File: src/rtl/fetch_queue_pkg.sv
// Shared types for the dual-wide fetch queue: the stored PC/IR entry and the default depth.
package fetch_queue_pkg;

    localparam int unsigned XLEN             = 32;
    localparam int unsigned FQ_DEPTH_DEFAULT = 8;

    typedef struct packed {
        logic [XLEN-1:0] pc;
        logic [XLEN-1:0] ir;
    } fq_entry_t;

endpackage : fetch_queue_pkg

File: src/rtl/fetch_queue.sv
// Dual-wide in-order instruction buffer between fetch and decode, with flush.
// Define FETCH_QUEUE_BYPASS_EN for a zero-latency empty-queue bypass onto the outputs.
module fetch_queue
    import fetch_queue_pkg::*;
#(
    parameter int unsigned DEPTH = FQ_DEPTH_DEFAULT,
    parameter int unsigned CNT_W = $clog2(DEPTH + 1)
) (
    input  logic             CLK,
    input  logic             RESET,
    input  logic             flush,
    input  logic             in_valid_0,
    input  logic             in_valid_1,
    input  logic [XLEN-1:0]  in_pc_0,
    input  logic [XLEN-1:0]  in_pc_1,
    input  logic [XLEN-1:0]  in_ir_0,
    input  logic [XLEN-1:0]  in_ir_1,
    output logic             in_ready,
    output logic             out_valid_0,
    output logic             out_valid_1,
    output logic [XLEN-1:0]  out_pc_0,
    output logic [XLEN-1:0]  out_pc_1,
    output logic [XLEN-1:0]  out_ir_0,
    output logic [XLEN-1:0]  out_ir_1,
    input  logic [1:0]       deq_cnt,
    output logic [CNT_W-1:0] count,
    output logic             empty
);

    localparam int unsigned PTR_W = $clog2(DEPTH);

    logic [PTR_W-1:0] wr_ptr_q, wr_ptr_d;
    logic [PTR_W-1:0] rd_ptr_q, rd_ptr_d;
    logic [CNT_W-1:0] count_q, count_d;
    fq_entry_t        mem_q [DEPTH];

    logic             push_c;
    logic [CNT_W-1:0] push_n_c;
    logic [CNT_W-1:0] pop_n_c;
    logic [CNT_W-1:0] deq_w_c;
    logic [CNT_W-1:0] avail_c;
    fq_entry_t        head0_c, head1_c;

    // Push/pop amounts; ready depends on registered occupancy only.
    always_comb begin
        in_ready = (count_q <= CNT_W'(DEPTH - 2));
        push_c   = in_valid_0 & in_ready & ~flush;
        push_n_c = '0;
        if (push_c) begin
            push_n_c = in_valid_1 ? CNT_W'(2) : CNT_W'(1);
        end
        deq_w_c = CNT_W'(deq_cnt);
`ifdef FETCH_QUEUE_BYPASS_EN
        // Empty queue: decode may consume straight from this cycle's fetch slots.
        avail_c = (count_q == '0) ? push_n_c : count_q;
`else
        avail_c = count_q;
`endif
        pop_n_c = (deq_w_c > avail_c) ? avail_c : deq_w_c;
    end

    // Next-state pointer and occupancy; flush wins over push and pop.
    always_comb begin
        wr_ptr_d = wr_ptr_q + PTR_W'(push_n_c);
        rd_ptr_d = rd_ptr_q + PTR_W'(pop_n_c);
        count_d  = count_q + push_n_c - pop_n_c;
        if (flush) begin
            wr_ptr_d = wr_ptr_q;
            rd_ptr_d = wr_ptr_q;
            count_d  = '0;
        end
    end

    always_ff @(posedge CLK or posedge RESET) begin
        if (RESET) begin
            wr_ptr_q <= '0;
            rd_ptr_q <= '0;
            count_q  <= '0;
        end else begin
            wr_ptr_q <= wr_ptr_d;
            rd_ptr_q <= rd_ptr_d;
            count_q  <= count_d;
        end
    end

    // Entry storage is intentionally not cleared by reset.
    always_ff @(posedge CLK) begin
        if (push_c) begin
            mem_q[wr_ptr_q] <= '{pc: in_pc_0, ir: in_ir_0};
            if (in_valid_1) begin
                mem_q[wr_ptr_q + PTR_W'(1)] <= '{pc: in_pc_1, ir: in_ir_1};
            end
        end
    end

    always_comb begin
        head0_c     = mem_q[rd_ptr_q];
        head1_c     = mem_q[rd_ptr_q + PTR_W'(1)];
        out_valid_0 = (count_q >= CNT_W'(1));
        out_valid_1 = (count_q >= CNT_W'(2));
`ifdef FETCH_QUEUE_BYPASS_EN
        if ((count_q == '0) && !flush) begin
            out_valid_0 = in_valid_0;
            out_valid_1 = in_valid_0 & in_valid_1;
            head0_c     = '{pc: in_pc_0, ir: in_ir_0};
            head1_c     = '{pc: in_pc_1, ir: in_ir_1};
        end
`endif
        out_pc_0 = out_valid_0 ? head0_c.pc : '0;
        out_ir_0 = out_valid_0 ? head0_c.ir : '0;
        out_pc_1 = out_valid_1 ? head1_c.pc : '0;
        out_ir_1 = out_valid_1 ? head1_c.ir : '0;
        count    = count_q;
        empty    = (count_q == '0);
    end

endmodule : fetch_queue

File: config.mk
export PLATFORM = sky130hd
export DESIGN_NAME = fetch_queue
export DESIGN_NICKNAME = d
export VERILOG_FILES = /design/src/rtl/fetch_queue_pkg.sv /design/src/rtl/fetch_queue.sv
export SDC_FILE = /design/constraint.sdc
export NUM_CORES = 1
export LEC_CHECK = 0
export BUFFER_PORTS_ARGS = -buffer_cell sky130_fd_sc_hd__buf_2
export CAP_MARGIN = 40
export CORE_ASPECT_RATIO = 1.5
export CORE_MARGIN = 2
export CORE_UTILIZATION = 60
export DETAILED_ROUTE_END_ITERATION = 7
export HOLD_SLACK_MARGIN = 0.12
export PLACE_DENSITY_LB_ADDON = 0.15
export RECOVER_POWER = 50
export SETUP_SLACK_MARGIN = 0.1
export SLEW_MARGIN = 30
export SYNTH_ARGS = -nofsm -noshare
export SYNTH_HDL_FRONTEND = slang
export SYNTH_SLANG_ARGS = --single-unit
export TNS_END_PERCENT = 20
File: constraint.sdc
create_clock -name CLK -period 12.95 [get_ports CLK]
set_input_delay 1.295 -clock CLK [delete_from_list [all_inputs] [get_ports CLK]]
set_output_delay 1.295 -clock CLK [all_outputs]
set_load 0.03 [all_outputs]
==> flow_summary.toml, run 1 <==
[global_route]
first_global_vias = 23300
grt_first_pass_wirelength_um = 139000
grt_max_degree = 167
grt.overflow.total = 0
track_usage = 0.347
antenna_found_initial = 20

[synthesis]
ys_seq_elements = 522
syn_inst = 2254
ys_top_cells_by_count = "546 x mux2_2, 512 x edfxtp_1, 320 x mux2i_1"
synth_nets = 2407
ys_seq_area_frac = 0.502
async_flop_share = 0.0192
synth_most_common_cell = "mux2_2"
synth_area_leaders = "edfxtp_1 49%, mux2_2 20%, mux2i_1 10%, mux2_1 3.4%, a2111oi_0 1.8%"
synth_top_area_frac = 0.494
synth_cell_type_count = 46
syn_area_per_cell_um2 = 13.8
synth_edf_count = 512
netlist_area_mm2 = 0.0311
ys.flop_type = "edfxtp_1"
synth_top_area_cell = "edfxtp_1"
yosysWarningCount = 0

[timing]
post-route-period-util = 0.489
fin_tns_setup_ns = 0
rsz0062_at_grt = "no"
final-hold-violation-count = 0
fin_crit_ns = 6.34
worst_pin_slew_ns = 4.75
slew_headroom = -2.17
slew_violations = 525
setup_violations = 0
skew_ns = 0.0189
max_freq_mhz = 158

[clock_tree]
root_buffer = "clkbuf_16"
post_cts_buffers = 0
hold_buffers = 0
cts_resized = 0
cts.clk_slew.worst_paths_ns = 0.06
clock_sinks = 522
clk_latency_ns = 0.59
htreeDepth = 2
cts_tree = "built"
numCtsBuffers = 50
clockBufferDepth = 3

[placement]
dp_hpwl_um = 52400
portBuffers = 270
gp_congestion = 0.793

[die]
core.rowCount = 102
start_util = 0.605
die_area_mm2 = 0.0537
die-height_um = 283
core-area_mm2 = 0.0514
io_pins = 271
die_w_um = 190

[routing]
vias_per_cell = 6.97
ant_nets = 0
vias = 22100
drc = 0
drt-initial-drc-count = 1985
wire_per_inst_um = 29.9
routed_wirelength_um = 94600
drt_first_pass_iters = 5

[run_status]
status = "finished with violations"
violations = "max-capacitance violations, max-slew violations"

[cells_and_area]
drive_above_1_share = 0.372
finalCoreUtilization = 0.667
multiInputGateArea_mm2 = 0.0144
final_nets = 2598
syn_to_final_growth_pct = 10.4
seq_area_mm2 = 0.0156
final.fill_count = 3804

[hold_path]
hold_class = "in -> async"

[setup_path]
critPathLaunchType = "flip-flop"
critPathSlowestCell = "clkbuf_1"
r2r_slack_ns = 6.61
crit_chain = "ha_1, xnor2_1, nor2_1, nand3_1, clkbuf_1, clkbuf_1, mux2_2"
cp_max_fo = 28
crit_buf_inv = 2
cp.required_ns = 13.28
arrival_ns = 6.67
crit_type = "reg -> reg"
crit_family = "buffers and inverters"
critical_path.max_stage_delay_ns = 1.80
crit_top_cell = "clkbuf_1"
crit_path_end_kind = "flip-flop"

[pwr]
peakVddDrop_mv = 0.456
p_leak_nw = 12.1
powerDensity_mw_per_mm2 = 248

[job]
maxCapViolations = 19
==> per-layer routing <==
layer,share of wire,wire length [µm],track usage,vias up
li1,-,-,-,9408
met1,0.37,35100,0.434,11100
met2,0.50,47200,0.590,1178
met3,0.084,7940,0.0539,324
met4,0.045,4300,0.168,20
met5,0.0012,111,0,-
==> area by class of cell <==
class / instances / area share
Antenna cell: 12 / 0.000875
Clock inverter: 15 / 0.00179
Multi-Input combinational cell: 1524 / 0.421
Timing Repair Buffer: 327 / 0.0539
Sequential cell: 522 / 0.455
Inverter: 20 / 0.00219
Clock buffer: 70 / 0.0405
Tap cell: 676 / 0.0246
==> placed cells by master, fill, tap and decap left out, types with 4 or more instances in the layout <==
cell type and instances:
nand3_1 7, mux2_1 96, clkbuf_1 42, clkinv_1 11, nor2b_1 68, edfxtp_1 512, inv_1 19, buf_2 263
ha_1 14, clkinv_2 4, dfrtp_1 9, a21oi_1 9, nand2_1 72, xnor2_1 5, o22ai_1 64, mux2i_1 320
a211oi_1 64, a221oi_1 64, diode_2 12, buf_4 23, o21ai_0 5, buf_12 7, mux2_2 545, xor2_1 4
clkbuf_16 53, a2111oi_0 61, nor3_4 4, a22oi_1 64, nor2_1 14
==> state kept, by name, indices dropped and copies added (netlist names) <==
| signal | count |
|---|---|
| rd_ptr_q | 3 |
| mem_q | 512 |
| count | 4 |
| wr_ptr_q | 3 |
==> report_power, final <==
part	total [mW]	switching, mW	internal, mW
logic	4.94	3.31	1.64
registers	2.19	0.131	2.06
clock network	1.36	0.621	0.741
==> worst register-to-register path: cells and delay by family, from the launching register on <==
family,cells,cell delay [ns]
xor+xnor,1,0.34
fa+ha+maj,1,0.37
buf+inv,2,3.47
flops,1,0.61
mux,1,0.50
simple gates,2,0.79
==> final timing paths <==
path | startpoint | end | cells after the start
max | wr_ptr_q[0]$_DFFE_PP0N_ | mem_q[5][35]$_DFFE_PP_ | 7
min | RESET | count[0]$_DFF_PP0_ | 2
max in group asynchronous | RESET | rd_ptr_q[0]$_DFF_PP0_ | 2
max reg2reg | wr_ptr_q[0]$_DFFE_PP0N_ | mem_q[5][35]$_DFFE_PP_ | 7
min reg2reg | wr_ptr_q[2]$_DFFE_PP0N_ | wr_ptr_q[2]$_DFFE_PP0N_ | 1
min in group CLK | wr_ptr_q[2]$_DFFE_PP0N_ | wr_ptr_q[2]$_DFFE_PP0N_ | 1
==> kinds of logic (layout without fill, tap and decap cells) <==
logic type / count (synthesis) / after routing / synth area share
XOR/XNOR: 9 / 9 / 0.00253
adder cells (fa/ha/maj): 18 / 18 / 0.00796
other: 0 / 12 / 0
multiplexers: 961 / 961 / 0.335
flip-flops: 522 / 522 / 0.502
AND/OR/NAND/NOR: 194 / 194 / 0.0337
AO/OA/AOI/OAI: 342 / 342 / 0.0841
buffers and inverters: 208 / 432 / 0.0342
==> stage by stage <==
step | cells | cell area, µm² | hold WS, ns | setup slack (ns) | power (mW)
6_report | 3166 | 34300 | 0.700 | 6.61 | 8.50
2_1_floorplan | 2254 | 31100 | 0.652 | 7.31 | 5.56
5_1_grt | 3162 | 34300 | 0.734 | 6.46 | 8.81
3_3_place_gp | 3050 | 32800 | 0.725 | 7.18 | 6.92
3_5_place_dp | 3067 | 33100 | 0.752 | 7.67 | 7.12
4_1_cts | 3152 | 34600 | 0.700 | 7.03 | 8.47
Power figures use the tool's default switching activity.
==> inputs of run 2 (changes only) <==
--- a/config.mk
+++ b/config.mk
@@ -9,7 +9,7 @@
 export CAP_MARGIN = 40
 export CORE_ASPECT_RATIO = 1.5
 export CORE_MARGIN = 2
-export CORE_UTILIZATION = 60
+export CORE_UTILIZATION = 55
 export DETAILED_ROUTE_END_ITERATION = 7
 export HOLD_SLACK_MARGIN = 0.12
 export PLACE_DENSITY_LB_ADDON = 0.15
==> constraint.sdc (replaced) <==
create_clock -name CLK -period 5.64 [get_ports CLK]
set_input_delay 0.564 -clock CLK [delete_from_list [all_inputs] [get_ports CLK]]
set_output_delay 0.564 -clock CLK [all_outputs]
set_load 0.03 [all_outputs]
==> run 2 against run 1 <==
Against the previous run:
- the flow still finishes with violations (max-capacitance violations, max-slew violations)
- non-clock buffer count increased by 9
- combinational power is 130% higher
- hold slack worse by 0.38 ns
- die area up 8.9%
- sequential power rose by 130%
- register-to-register slack got worse by 5.7 ns
- global-route usage shrank 2.3 points
- largest power group unchanged
- setup slack worse by 5.9 ns
- routed wire length increased by 0.98%
- critical path type is now reg -> out
==> flow_summary.toml, run 2 (synthesis results as in run 1) <==
[run_status]
status = "finished with violations"
violations = "max-capacitance violations, max-slew violations"

[routing]
vias_per_cell = 6.65
wire_per_inst_um = 29.2
drc = 0
vias = 21700
drt-initial-drc-count = 1826
drt_first_pass_iters = 5
routed_wirelength_um = 95500
ant_nets = 0

[timing]
fin_tns_setup_ns = 0
skew_ns = 0.0110
final-hold-violation-count = 0
slew_violations = 513
max_freq_mhz = 204
worst_pin_slew_ns = 3.15
rsz0062_at_grt = "no"
fin_crit_ns = 4.91
setup_violations = 0
post-route-period-util = 0.870
slew_headroom = -1.10
worst_slack_ns = 0.735

[clock_tree]
cts.clk_slew.worst_paths_ns = 0.06
cts_tree = "built"
htreeDepth = 2
cts_resized = 0
root_buffer = "clkbuf_16"
clockBufferDepth = 3
numCtsBuffers = 50
clk_latency_ns = 0.58
clock_sinks = 522

[placement]
gp_congestion = 0.786
portBuffers = 270
dp_hpwl_um = 55100
dp_slack_ns = 1.72

[die]
core-area_mm2 = 0.0558
core.rowCount = 106
start_util = 0.557
die_area_mm2 = 0.0585
die_w_um = 198
io_pins = 271
die-height_um = 295

[cells_and_area]
drive_above_1_share = 0.383
top_register = "mem_q"
finalCoreUtilization = 0.623
syn_to_final_growth_pct = 11.8
final_nets = 2607
layout_common_cells = "544 x mux2_2, 512 x edfxtp_1, 320 x mux2i_1, 265 x buf_2, 97 x mux2_1"
final_common_cell = "mux2_2"
largest_register_ffs = 512

[setup_path]
crit_family = "buffers and inverters"
crit_buf_inv = 3
critPathSlowestCell = "clkbuf_2"
crit_chain = "inv_1, ha_1, o21ai_0, nand2_2, clkbuf_2, nand2_1, a221oi_1, buf_2"
cp_max_fo = 65
cp.required_ns = 5.08
crit_type = "reg -> out"
critPathLaunchType = "flip-flop"
critical_path.max_stage_delay_ns = 1.62
arrival_ns = 4.34
crit_path_end_kind = "output port"

[global_route]
grt.overflow.total = 0
track_usage = 0.324
antenna_found_initial = 24
grt_first_pass_wirelength_um = 140000
grt_max_degree = 93
first_global_vias = 22800

[pwr]
powerDensity_mw_per_mm2 = 571
peakVddDrop_mv = 0.748
p_leak_nw = 12.3

[job]
maxCapViolations = 17

[hold_path]
hold_class = "in -> reg"
run 2: cell count changes in the layout (fill, tap and decap cells not counted), moves of 3 or more:
cell	before	now
clkbuf_2	0	5
clkinv_2	4	18
clkbuf_1	42	26
diode_2	12	15
buf_12	7	14
run 2: path summary, 6_finish.rpt:
kind	from	end	slack, ns	cells after the start
hold reg to reg	wr_ptr_q[2]$_DFFE_PP0N_	wr_ptr_q[2]$_DFFE_PP0N_	0.75	1
setup / recovery	count[2]$_DFF_PP0_	out_pc_0[29]	0.73	8
setup reg to reg	count[3]$_DFF_PP0_	mem_q[0][14]$_DFFE_PP_	0.90	8
max in group asynchronous	RESET	rd_ptr_q[0]$_DFF_PP0_	4.81	3
hold / removal	flush	count[3]$_DFF_PP0_	0.32	2
min in group asynchronous	RESET	count[1]$_DFF_PP0_	0.50	3
run 2: cell type report:
class | count | area (µm²)
clock buffers | 64 | 1390
multi-input cells | 1524 | 14500
clock inverters | 30 | 193
fillers | 4396 | 21100
flip-flops and latches | 522 | 15600
repair buffers | 336 | 2050
well taps | 756 | 946
inverters | 20 | 75.1
diodes | 15 | 37.5
run 2: through the flow:
| step | hold WS [ns] | power, mW | instance area (µm²) | instances |
|---|---|---|---|---|
| 2_1_floorplan | 0.404 | 12.8 | 31100 | 2254 |
| 4_1_cts | 0.295 | 19.8 | 34900 | 3247 |
| 5_1_grt | 0.324 | 20.6 | 34800 | 3264 |
| 6_report | 0.315 | 19.9 | 34800 | 3267 |
| 3_3_place_gp | 0.563 | 16.2 | 33200 | 3142 |
| 3_5_place_dp | 0.560 | 16.5 | 33300 | 3152 |
run 2: what timing repair did:
| item | in CTS | in global routing |
|---|---|---|
| endpoints found under the hold margin | 10 | 0 |
| setup endpoints to repair | 0 | 0 |
| hold buffers | 1 | 0 |
| buffers inserted | 0 | 0 |
run 2: report_power, final:
group | switching, mW | internal [mW] | leakage (nW)
Clock | 1.46 | 1.83 | 0.796
Sequential | 0.223 | 4.73 | 4.75
Combinational | 7.70 | 3.90 | 6.79
Total | 9.39 | 10.5 | 12.3
run 2: worst register-to-register path, cell delays in order (launching register included):
cell	delay (ns)
dfrtp_1	0.37
inv_1	0.11
ha_1	0.20
and2_0	0.15
o21ai_0	0.44
inv_1	0.29
nand3_1	1.05
clkbuf_1	1.39
mux2_2	0.49
run 2: routing by layer:
layer	wire, µm	share of wire	track usage	up-vias
li1	-	-	-	9442
met1	36500	0.38	0.398	11100
met2	48600	0.51	0.567	971
met3	7210	0.075	0.0511	210
met4	3100	0.032	0.134	16
met5	94	0.00098	0	-
